[src/rtl/imm_packer_if.sv]
// Request/result bundle for the immediate packer: request handshake in,
// packed instruction handshake out, plus error-counter clear and readout.
interface imm_packer_if;
  logic        i_valid;
  logic        o_ready;
  logic [31:0] i_imm;
  logic [2:0]  i_imm_src;
  logic [31:0] i_instr_base;
  logic        o_valid;
  logic        i_ready;
  logic [31:0] o_instr;
  logic        o_range_err;
  logic        i_err_clr;
  logic [15:0] o_err_count;

  modport slave (
    input  i_valid, i_imm, i_imm_src, i_instr_base, i_ready, i_err_clr,
    output o_ready, o_valid, o_instr, o_range_err, o_err_count
  );

  modport master (
    output i_valid, i_imm, i_imm_src, i_instr_base, i_ready, i_err_clr,
    input  o_ready, o_valid, o_instr, o_range_err, o_err_count
  );
endinterface

[src/rtl/imm_packer.sv]
// Two-stage pipeline that scatters an immediate into the I/S/B/J/U field
// positions of a base instruction and flags immediates that do not fit.
module imm_packer #(
  parameter int CHECK_EN = 1
) (
  input  logic         i_clk,
  input  logic         i_rst_n,
  imm_packer_if.slave  bus
);

  localparam logic [2:0] SRC_I = 3'd0;
  localparam logic [2:0] SRC_S = 3'd1;
  localparam logic [2:0] SRC_B = 3'd2;
  localparam logic [2:0] SRC_J = 3'd3;
  localparam logic [2:0] SRC_U = 3'd4;

  function automatic logic [31:0] pack_imm(input logic signed [31:0] imm,
                                           input logic [2:0]         src,
                                           input logic [31:0]        base);
    logic [31:0] r;
    r = base;
    case (src)
      SRC_I: r[31:20] = imm[11:0];
      SRC_S: begin
        r[31:25] = imm[11:5];
        r[11:7]  = imm[4:0];
      end
      SRC_B: begin
        r[31]    = imm[12];
        r[7]     = imm[11];
        r[30:25] = imm[10:5];
        r[11:8]  = imm[4:1];
      end
      SRC_J: begin
        r[31]    = imm[20];
        r[19:12] = imm[19:12];
        r[20]    = imm[11];
        r[30:21] = imm[10:1];
      end
      SRC_U: r[31:12] = imm[31:12];
      default: r = base;
    endcase
    return r;
  endfunction

  // Undefined selectors always report an error, even with checking disabled.
  function automatic logic range_err(input logic signed [31:0] imm,
                                     input logic [2:0]         src);
    logic bad;
    bad = 1'b0;
    case (src)
      SRC_I, SRC_S: bad = !((&imm[31:11]) || !(|imm[31:11]));
      SRC_B:        bad = !((&imm[31:12]) || !(|imm[31:12])) || imm[0];
      SRC_J:        bad = !((&imm[31:20]) || !(|imm[31:20])) || imm[0];
      SRC_U:        bad = |imm[11:0];
      default:      bad = 1'b1;
    endcase
    if (src > SRC_U) return 1'b1;
    return (CHECK_EN != 0) && bad;
  endfunction

  function automatic logic [15:0] sat_inc(input logic [15:0] v);
    return (v == 16'hFFFF) ? v : v + 16'd1;
  endfunction

  logic                vld_p1;
  logic signed [31:0]  imm_p1;
  logic [2:0]          src_p1;
  logic [31:0]         base_p1;
  logic                vld_p2;
  logic [31:0]         instr_p2;
  logic                err_p2;
  logic [15:0]         err_cnt;
  logic                ld_p1;
  logic                ld_p2;

  assign ld_p2       = !vld_p2 || bus.i_ready;
  assign ld_p1       = !vld_p1 || ld_p2;
  assign bus.o_ready = ld_p1;

  // Stage 1: capture the request on an input handshake.
  always_ff @(posedge i_clk) begin
    if (ld_p1 && bus.i_valid) begin
      imm_p1  <= bus.i_imm;
      src_p1  <= bus.i_imm_src;
      base_p1 <= bus.i_instr_base;
    end
  end

  // Stage 2: encoded instruction, error flag and the delivered-error counter.
  always_ff @(posedge i_clk or negedge i_rst_n) begin
    if (!i_rst_n) begin
      vld_p1   <= 1'b0;
      vld_p2   <= 1'b0;
      instr_p2 <= '0;
      err_p2   <= 1'b0;
      err_cnt  <= '0;
    end else begin
      if (ld_p1) vld_p1 <= bus.i_valid;
      if (ld_p2) vld_p2 <= vld_p1;
      if (ld_p2 && vld_p1) begin
        instr_p2 <= pack_imm(imm_p1, src_p1, base_p1);
        err_p2   <= range_err(imm_p1, src_p1);
      end
      if (bus.i_err_clr)
        err_cnt <= '0;
      else if (vld_p2 && bus.i_ready && err_p2)
        err_cnt <= sat_inc(err_cnt);
    end
  end

  assign bus.o_valid     = vld_p2;
  assign bus.o_instr     = instr_p2;
  assign bus.o_range_err = err_p2;
  assign bus.o_err_count = err_cnt;

endmodule

[src/flat_wrapper.sv]
// flat-port wrapper written by rule: the top's interface ports become plain ports
module imm_packer_flat 
#(
  parameter int CHECK_EN = 1
)
  (i_clk, i_rst_n, bus_i_valid, bus_i_imm, bus_i_imm_src, bus_i_instr_base, bus_i_ready, bus_i_err_clr, bus_o_ready, bus_o_valid, bus_o_instr, bus_o_range_err, bus_o_err_count);
  imm_packer_if bus_i ();
  input  logic i_clk;
  input  logic i_rst_n;
  input wire logic [$bits(bus_i.i_valid)-1:0] bus_i_valid;
  input wire logic [$bits(bus_i.i_imm)-1:0] bus_i_imm;
  input wire logic [$bits(bus_i.i_imm_src)-1:0] bus_i_imm_src;
  input wire logic [$bits(bus_i.i_instr_base)-1:0] bus_i_instr_base;
  input wire logic [$bits(bus_i.i_ready)-1:0] bus_i_ready;
  input wire logic [$bits(bus_i.i_err_clr)-1:0] bus_i_err_clr;
  output wire logic [$bits(bus_i.o_ready)-1:0] bus_o_ready;
  output wire logic [$bits(bus_i.o_valid)-1:0] bus_o_valid;
  output wire logic [$bits(bus_i.o_instr)-1:0] bus_o_instr;
  output wire logic [$bits(bus_i.o_range_err)-1:0] bus_o_range_err;
  output wire logic [$bits(bus_i.o_err_count)-1:0] bus_o_err_count;
  assign bus_i.i_valid = bus_i_valid;
  assign bus_i.i_imm = bus_i_imm;
  assign bus_i.i_imm_src = bus_i_imm_src;
  assign bus_i.i_instr_base = bus_i_instr_base;
  assign bus_i.i_ready = bus_i_ready;
  assign bus_i.i_err_clr = bus_i_err_clr;
  assign bus_o_ready = bus_i.o_ready;
  assign bus_o_valid = bus_i.o_valid;
  assign bus_o_instr = bus_i.o_instr;
  assign bus_o_range_err = bus_i.o_range_err;
  assign bus_o_err_count = bus_i.o_err_count;
  imm_packer #(.CHECK_EN(CHECK_EN)) u_core (.i_clk(i_clk), .i_rst_n(i_rst_n), .bus(bus_i));
endmodule
[config.mk]
export PLATFORM = sky130hd
export DESIGN_NAME = imm_packer_flat
export DESIGN_NICKNAME = d
export VERILOG_FILES = /design/src/rtl/imm_packer_if.sv /design/src/rtl/imm_packer.sv /design/src/flat_wrapper.sv
export SDC_FILE = /design/constraint.sdc
export NUM_CORES = 1
export LEC_CHECK = 0
export BUFFER_PORTS_ARGS = -buffer_cell sky130_fd_sc_hd__buf_2
export CORE_UTILIZATION = 40
export CTS_BUF_LIST = sky130_fd_sc_hd__clkbuf_16
export DETAILED_ROUTE_END_ITERATION = 12
export SLEW_MARGIN = 0
export SYNTH_ARGS = -nofsm -noshare
export SYNTH_HDL_FRONTEND = slang
export SYNTH_SLANG_ARGS = --single-unit
[constraint.sdc]
create_clock -name i_clk -period 2.8 [get_ports i_clk]
set_input_delay 0.28 -clock i_clk [delete_from_list [all_inputs] [get_ports i_clk]]
set_output_delay 0.28 -clock i_clk [all_outputs]
set_load 0.1 [all_outputs]
After elaboration in Yosys (flattened, before gate mapping)

Cells that the tools add are included.

Output and inout port bits: 51
Register bits after elaboration: 118

Reduce and logical (&&, ||, !) cells: 31
Multiplexer cells: 12
Add/subtract/negate cells: 1
Order comparisons: 1
Equality and inequality tests: 6

Operator list:

| kind                  | count |
|---|---|
| $mux 16               | 3 |
| $pmux 7 s4            | 1 |
| $reduce_or 12->1      | 2 |
| $reduce_and 21->1     | 1 |
| $reduce_or 21->1      | 1 |
| $reduce_and 20->1     | 1 |
| $reduce_or 20->1      | 1 |
| $add 16x1->16 const B | 1 |
| $eq 16x16->1 const B  | 1 |
| $pmux 5 s3            | 1 |
| $reduce_and 12->1     | 1 |
| $pmux 5 s2            | 1 |
| $logic_not 1->1       | 8 |
| $mux 8                | 1 |
| $logic_or 1x1->1      | 7 |
| $eq 3x2->1 const B    | 2 |
| $logic_and 1x1->1     | 4 |
| $mux 1                | 4 |
| $pmux 1 s4            | 1 |
| $reduce_or 2->1       | 2 |
| $eq 3x1->1 const B    | 1 |
| $eq 3x3->1 const B    | 1 |
| $gt 3x3->1 const B    | 1 |
| $logic_not 3->1       | 1 |
| other kinds (3)       | 3 |

Longest topological paths before layout

Gate-level depths: netlist of the first run.

Depth in word-level cells: 7
Depth in mapped cells: 7
Mapped depth without buffers: 6

Worst setup path before layout of the first run

No wires, ideal clock.

Path kind: reg-to-reg
Start: register u_core.vld_p2 (netlist: u_core.bus.o_valid)
End: register u_core.base_p1[0] (enable)
Data arrival time: 3.462 ns
Required time: 2.368 ns
Slack: -1.094 ns
Cell stages (with the launch flop): 3
Period minus slack after synthesis: 3.894 ns
Buffers on the path: 0
Path through: dfrtp_1 > nand3b_1 > and2_1

Longest elaborated chain between the ends: 4

RTL lines:

| element                | RTL line           | source |
|---|---|---|
| from (decl)            | imm_packer.sv:70   | `logic vld_p2;` |
| from (signal assigned) | imm_packer.sv:100  | `if (ld_p2) vld_p2 <= vld_p1;` |
| $logic_not 1->1        | imm_packer.sv:77   | `assign ld_p2 = !vld_p2 \|\| bus.i_ready;` |
| $logic_or 1x1->1       | imm_packer.sv:77   |  |
| $logic_or 1x1->1       | imm_packer.sv:78   | `assign ld_p1 = !vld_p1 \|\| ld_p2;` |
| net bus_o_ready        | flat_wrapper.sv:16 | `output wire logic [$bits(bus_i.o_ready)-1:0] bus_o_ready;` |
| $logic_and 1x1->1      | imm_packer.sv:83   | `if (ld_p1 && bus.i_valid) begin` |
| to (signal assigned)   | imm_packer.sv:86   | `base_p1 <= bus.i_instr_base;` |
| to (decl)              | imm_packer.sv:69   | `logic [31:0] base_p1;` |

The timed path passes the listed nets, and every way through them passes these cells.
A chain may end at the register's enable or synchronous reset.

Final worst setup path of the first run

Start: register u_core.err_cnt[0] (netlist: u_core.bus.o_err_count[0])
End: register u_core.err_cnt[3] (netlist: u_core.bus.o_err_count[3])

Longest elaborated chain between the ends: 4

RTL lines:

| element                | RTL line          | source |
|---|---|---|
| from (decl)            | imm_packer.sv:73  | `logic [15:0] err_cnt;` |
| from (signal assigned) | imm_packer.sv:108 | `err_cnt <= sat_inc(err_cnt);` |
| $add 16x1->16          | imm_packer.sv:63  | `return (v == 16'hFFFF) ? v : v + 16'd1;` |
| $mux 16                | imm_packer.sv:63  |  |
| $mux 16                | imm_packer.sv:107 | `else if (vld_p2 && bus.i_ready && err_p2)` |
| $mux 16                | imm_packer.sv:105 | `if (bus.i_err_clr)` |

Parallel ways exist; a longest one is shown, timed or not. The select of a mux whose other input is x is not followed.

==> out/results.txt, run 1 <==
worst flop-to-flop path endpoint: u_core.bus.o_err_count[3]
Initial Util: 0.411
Post-synth top flop: edfxtp_1
largest net degree at the start of global routing: 43
commonest non-fill, non-tap cell in the layout: buf_2
Worst EP required: 3.09 ns
Reg-to-Reg Start: u_core.bus.o_err_count[0]
detail-routed via count per cell: 4.90
vias in the first global route: 3,442
setup violators final: 0
die height: 113 µm
yosys warns: 0
critical path endpoint category: register
Distinct cells, synth: 46
status: complete, no violations
final critical-path required period: 2.00 ns
clock sinks: 118
overall power: 0.00552 W
I/O pin count: 123
first-pass GRT wire length: 17.2 mm
H-tree levels: 4
max_cap viols: 0
GRT overflow: 0
Std-Cell Rows: 40
Syn Nets: 467
Cells after DPL: 672
Hold Crit Class: input port to register
clock root cell: clkbuf_16
Pre-Repair DR Iteration Count: 4
synthesis-to-layout area growth: 29.0%
clk buf depth: 2
via count: 3,457
reg-to-reg setup timing slack: 0.80 ns
final std cells w/o fill: 705
most frequent cells in the layout: 122 x buf_2, 67 x edfxtp_1, 50 x dfrtp_1, 43 x nand2_1, 39 x o21ai_0
Post CTS Setup Buffer Count: 0
Die Footprint: 12,800 µm²
critical path type: register to register
sequential-to-total area share from yosys stat: 0.664
Hold Violations, Final: 0
setup TNS: 0 ns
Clk pin slew, worst setup/hold paths: 0.05 ns
Pwr Density: 865 nW/µm²
filler instances: 1,056
initial antenna violation count: 0
hold path startpoint: bus_i_imm[8]
Post-Syn Instances: 394
ANT nets after route: 0
cells on worst reg2reg path: 6
post-synth top area cell: edfxtp_1
top post-synthesis cells by area: edfxtp_1 41%, dfrtp_1 26%, o21ai_0 3.9%, mux2i_1 3.8%, nand2_1 3.3%
fin crit share: 0.714
Detailed Route WL: 10.8 mm
routability cong.: 0.837
layout cell share with drive strength beyond 1: 0.330
Die Wd: 113 µm
total track usage: 0.181
hold endpoint: u_core.imm_p1[8]
I/O Buffers: 122
Clk Latency, worst-skew pair: 0.41 ns
routed length per instance: 15.3 µm
Worst Tran Pin Value: 0.872 ns
cts bufs inserted: 17
CTS tree: done
max-slew violation count: 0
Setup Skew: 0.00654 ns
Hold Path Stages: 1
CP Max Fanout: 6
hpwl dp: 7.75 mm
CP arrival: 2.29 ns
DRC: 0
leakage: 2.67 nW
crit path launch type: register
worst vdd ir: 0.502 mV
flops & latches, synth: 118
1st-iter DRT viols: 193
Post-synth EDFFs: 67
Post-synth ARST share: 0.432
Post-Syn Area: 4950 µm²
fin nets: 597
relative max-transition margin: 0.419
ANT cells: 0
core area: 12,100 µm²
RSZ-0062 raised after global routing: no
post-synth top area share: 0.406
FMAX: 500 MHz
Mean Syn Cell Area: 12.6 µm²
## worst max path at each step
stage / slack [ns] / end / from
3_3_place_gp: 0.88 / u_core.bus.o_instr[18] / u_core.src_p1[2]
4_1_cts: 0.79 / u_core.bus.o_err_count[3] / u_core.bus.o_err_count[0]
5_1_grt: 0.60 / u_core.bus.o_instr[18] / u_core.src_p1[2]
3_5_place_dp: 0.80 / u_core.bus.o_err_count[3] / u_core.bus.o_err_count[0]
2_1_floorplan: 0.18 / u_core.base_p1[0] / u_core.bus.o_valid
6_report: 0.80 / u_core.bus.o_err_count[3] / u_core.bus.o_err_count[0]
## logic make-up after synthesis
kind of cell | share of synthesized area
AO/OA/AOI/OAI | 0.0978
multiplexers | 0.0619
buffers and inverters | 0.0194
flip-flops | 0.664
adder cells (fa/ha/maj) | 0.00253
AND/OR/NAND/NOR | 0.133
XOR/XNOR | 0.0212
## critical path, stage by stage, from the launching register on
cell     delay (ns)
dfrtp_1        0.42
ha_1           0.19
and2_1         0.21
nor3b_2        0.44
a21oi_2        0.15
nand4_1        0.13
mux2_2         0.34
## sequential cells by signal, summed over array words and instances, names as in the netlist
| register | count |
|---|---|
| u_core.vld_p1 | 1 |
| u_core.bus.o_err_count | 16 |
| u_core.bus.o_range_err | 1 |
| u_core.bus.o_valid | 1 |
| u_core.base_p1 | 32 |
| u_core.src_p1 | 3 |
| u_core.imm_p1 | 32 |
| u_core.bus.o_instr | 32 |
## layer usage
| metal | track usage | up-vias | wire [µm] |
|---|---|---|---|
| li1 | - | 1709 | - |
| met1 | 0.233 | 1625 | 4940 |
| met2 | 0.281 | 102 | 5070 |
| met3 | 0.0493 | 21 | 506 |
| met4 | 0.0912 | 0 | 253 |
| met5 | 0 | - | 0 |
## final cells by class
| cell class | instances | area [µm²] | share of cell area |
|---|---|---|---|
| sequential | 118 | 3290 | 0.515 |
| multi-input combinational | 255 | 1570 | 0.246 |
| timing repair buffer | 131 | 693 | 0.108 |
| clock buffer | 17 | 425 | 0.0666 |
| tap | 168 | 210 | 0.0329 |
| clock inverter | 15 | 193 | 0.0302 |
| inverter | 1 | 3.75 | 0.000588 |
## synth_stat cells, drive strengths merged, types with 5 or more instances
cell	instances
nor2	29
nor4	8
nand4	12
edfxtp	67
clkbuf	15
o21ai	39
nand3	11
xnor2	9
a21oi	20
nand2	44
mux2i	19
buf	5
dfrtp	51
mux2	10
nand2b	8
nor2b	6
## power by group
| part | switching [W] | internal, W |
|---|---|---|
| Clock | 0.000715 | 0.00155 |
| Sequential | 0.000108 | 0.00202 |
| Combinational | 0.000930 | 0.000206 |
| Total | 0.00175 | 0.00377 |
## what timing repair did
item                                   in CTS  in global routing
gates resized for setup                     0                  0
endpoints found under the hold margin      24                  0
hold buffers                                1                  0
## per-stage QoR
step / cell area [µm²] / setup slack (ns) / hold slack (ns) / utilization
after floorplan: 4960 / 0.181 / -0.0156 / -
after detailed placement: 5760 / 0.799 / 0.330 / 0.478
after global routing: 6390 / 0.601 / 0.0241 / 0.530
after global placement: 5760 / 0.875 / 0.326 / 0.478
final: 6390 / 0.800 / 0.0401 / 0.530
after CTS: 6390 / 0.794 / 0.0212 / 0.530
Power figures use the tool's default switching activity.
==> inputs of run 2 (changes only) <==
ABC_AREA = 1   (was default)
PLACE_DENSITY = 0.65   (was default)
clock period = 1.8 ns   (was 2.8 ns; I/O delays follow)
==> run 2 against run 1 <==
Net effect: register-to-register slack got worse by 0.61 ns; setup slack got worse by 0.64 ns; cell count increased by 24%; sequential power increased by 64%; hold slack improved by 0.040 ns; flip-flop and latch count unchanged; synthesized cell count increased by 22%; die area increased by 0.85%; wire length increased by 19%; critical path type is now register to output pin; critical endpoint is now bus_o_ready; largest power group is now sequential cells.
==> out/results.txt, run 2 <==
Critical-path top delay cell: dfrtp_4
largest family of logic cells by synthesized area: simple AND/OR/NAND/NOR gates
Worst Tran Pin Value: 0.632 ns (-0.240 ns)
Post-Syn Area: 5000 µm² (+0.86%)
clk buf depth: 2 (unchanged)
post-synthesis compound-gate area fraction: 0.0829 (-0.0149)
total track usage: 0.213 (+0.0329)
top post-synthesis cells by count: 127 x nand2_1, 67 x edfxtp_1, 60 x nor2_1
1st-iter DRT viols: 254 (+32%)
largest net degree at the start of global routing: 28 (-35%)
Post-synth EDFFs: 67 (unchanged)
CTS tree: done
via count: 4,146 (+20%)
RSZ-0062 raised after global routing: no
sequential-to-total area share from yosys stat: 0.658 (-0.00565)
H-tree levels: 4 (unchanged)
Hold Violations, Final: 0 (unchanged)
detail-routed via count per cell: 4.75 (-3.1%)
max-slew violation count: 0 (unchanged)
max_cap viols: 0 (unchanged)
worst path cell trace: nand3_4, buf_2
Layout Utilization: 0.599 (+0.0692)
Clock power frac: 0.333 (-0.077)
Flop pwr share: 0.359 (-0.026)
clock sinks: 118 (unchanged)
CP Max Fanout: 4 (-2)
final critical-path required period: 1.64 ns
Post-synth top flop: edfxtp_1
commonest non-fill, non-tap cell in the layout: nand2_1
FMAX: 610 MHz
Bufs and invs on worst path: 1 (+1)
Adder-Cell Fraction of Synth Area: 0.00250 (-0.0000215)
critical path endpoint category: output pin
crit path launch type: register
cts bufs inserted: 17 (unchanged)
top post-synthesis cells by area: edfxtp_1 40%, dfrtp_1 26%, nand2_1 9.5%, nor2_1 4.5%, a21oi_1 3.8%
yosys warns: 0 (unchanged)
Mean Syn Cell Area: 10.4 µm² (-17%)
critical path type: register to output pin
Pre-Repair DR Iteration Count: 4 (unchanged)
ANT nets after route: 0 (unchanged)
flops & latches, synth: 118 (unchanged)
vias in the first global route: 4,240 (+23%)
Comb power frac: 0.309 (+0.103)
die height: 114 µm (+0.42%)
reg-to-reg setup timing slack: 0.19 ns (-0.61 ns)
routability cong.: 0.862 (+3.0%)
post-synthesis simple-gate area fraction: 0.192 (+0.0587)
post-synth top area cell: edfxtp_1
NetSw: 0.00380 W (+120%)
most frequent cell after synthesis: nand2_1
hpwl dp: 8.58 mm (+11%)
relative max-transition margin: 0.579 (+0.160)
I/O pin count: 123 (unchanged)
Worst EP required: 1.62 ns (-1.47 ns)
GRT overflow: 0 (unchanged)
Post-Syn Instances: 480 (+22%)
Syn Nets: 553 (+18%)
fin nets: 765 (+28%)
core area: 12,100 µm² (+0.41%)
Std-Cell Rows: 40 (unchanged)
synthesis-to-layout area growth: 45.2%
Setup Skew: 0.00730 ns (+0.000762 ns)
Distinct cells, synth: 34 (-26%)
Sw Ratio: 0.389 (+0.0713)
I/O Buffers: 122 (unchanged)
Pwr Density: 1350 nW/µm² (+56%)
routed length per instance: 14.7 µm (-4.0%)
Die Wd: 114 µm (+0.42%)
Cell Int Power: 0.00597 W (+58%)
Die Footprint: 12,900 µm² (+0.85%)
Hold Crit Class: input port to register
ANT cells: 0 (unchanged)
worst vdd ir: 0.984 mV (+96%)
DRC: 0 (unchanged)
fin crit share: 0.911
leakage: 3.24 nW (+21%)
setup violators final: 0 (unchanged)
Initial Util: 0.413 (+0.00182)
multiplexer share of the synthesized area: 0.00601 (-0.0559)
Clk pin slew, worst setup/hold paths: 0.05 ns (about the same)
clock root cell: clkbuf_16
CP arrival: 1.46 ns (-0.83 ns)
Detailed Route WL: 12.8 mm (+19%)
Clk Latency, worst-skew pair: 0.41 ns (about the same)
layout cell share with drive strength beyond 1: 0.289 (-0.0402)
CP top delay family: flip-flops
post-synthesis xor/xnor area fraction: 0.0140 (-0.00719)
Max stage delay on crit path: 0.51 ns (+0.07 ns)
first-pass GRT wire length: 20.8 mm (+21%)
initial antenna violation count: 0 (unchanged)
worst hold margin: 0.0800 ns (+0.0400 ns)
most frequent cells in the layout: 125 x nand2_1, 122 x buf_2, 69 x dlygate4sd3_1, 67 x edfxtp_1, 60 x nor2_1
post-synth top area share: 0.403 (-0.00346)
status: complete, no violations
Post-synth ARST share: 0.432 (unchanged)
[run 2: changes by cell type in the layout (fill, tap and decap cells not counted), moves of 9 or more]
cell,previous run,this run
dfrtp_1,50,34
mux2_2,9,0
nand2_1,43,125
xnor2_1,9,0
o21ai_0,39,8
dfrtp_2,1,13
inv_1,2,43
mux2i_1,19,3
a21oi_1,19,38
nor2_1,29,60
dlygate4sd3_1,1,69
[run 2: final cells by class]
type | count | area [µm²]
inverter | 48 | 186
clock buffer | 17 | 425
sequential | 118 | 3320
timing repair buffer | 201 | 1440
tap | 168 | 210
clock inverter | 15 | 146
fill | 1045 | 4860
multi-input combinational | 306 | 1530
[run 2: metrics by stage]
step / cells / TNS [ns] / cell area, µm² / power (W) / worst slack (ns)
after floorplan: 480 / -48.50 / 5060 / 0.00579 / -0.724
after global placement: 772 / 0 / 5980 / 0.00640 / 0.159
after detailed placement: 772 / 0 / 5980 / 0.00644 / 0.133
after CTS: 873 / 0 / 7240 / 0.00983 / 0.122
after global routing: 873 / 0 / 7250 / 0.0101 / 0.0508
final: 873 / 0 / 7250 / 0.00977 / 0.159
[run 2: path summary, 6_finish.rpt]
check	from	to	depth (start not counted)
max reg2reg	u_core.bus.o_err_count[0]	u_core.bus.o_err_count[9]	11
max in group asynchronous	i_rst_n	u_core.bus.o_instr[19]	3
min in group asynchronous	i_rst_n	u_core.bus.o_err_count[11]	2
min reg2reg	u_core.base_p1[1]	u_core.bus.o_instr[1]	2
max	u_core.bus.o_valid	bus_o_ready	2
min	bus_i_err_clr	u_core.bus.o_err_count[3]	2
[run 2: cells by family after synthesis]
family | count (synthesis)
AOI/OAI and AO/OA | 69
buffers and inverters | 56
adders and majority gates | 1
muxes | 3
xor gates and xnor gates | 8
DFF | 118
and+or+nand+nor | 225
[run 2: power by group through the flow]
stage	Clock [W]	Sequential (W)	Combinational, W
after CTS	0.00332	0.00350	0.00302
final	0.00325	0.00350	0.00302
after global routing	0.00344	0.00353	0.00315
after floorplan	0	0.00524	0.000543
after detailed placement	0	0.00354	0.00291
after global placement	0	0.00353	0.00288
[run 2: per-layer routing]
layer,vias up,part of all wire,track usage
li1,2035,-,-
met1,1949,0.43,0.259
met2,144,0.50,0.362
met3,18,0.054,0.0579
met4,0,0.014,0.0825
met5,-,0,0
[run 2: timing repair]
item,4_1_cts,5_1_grt
resized for setup,0,3
endpoints found under the setup margin,0,3
hold endpoints to repair,93,0
hold buffers,69,0
buffers inserted,0,0
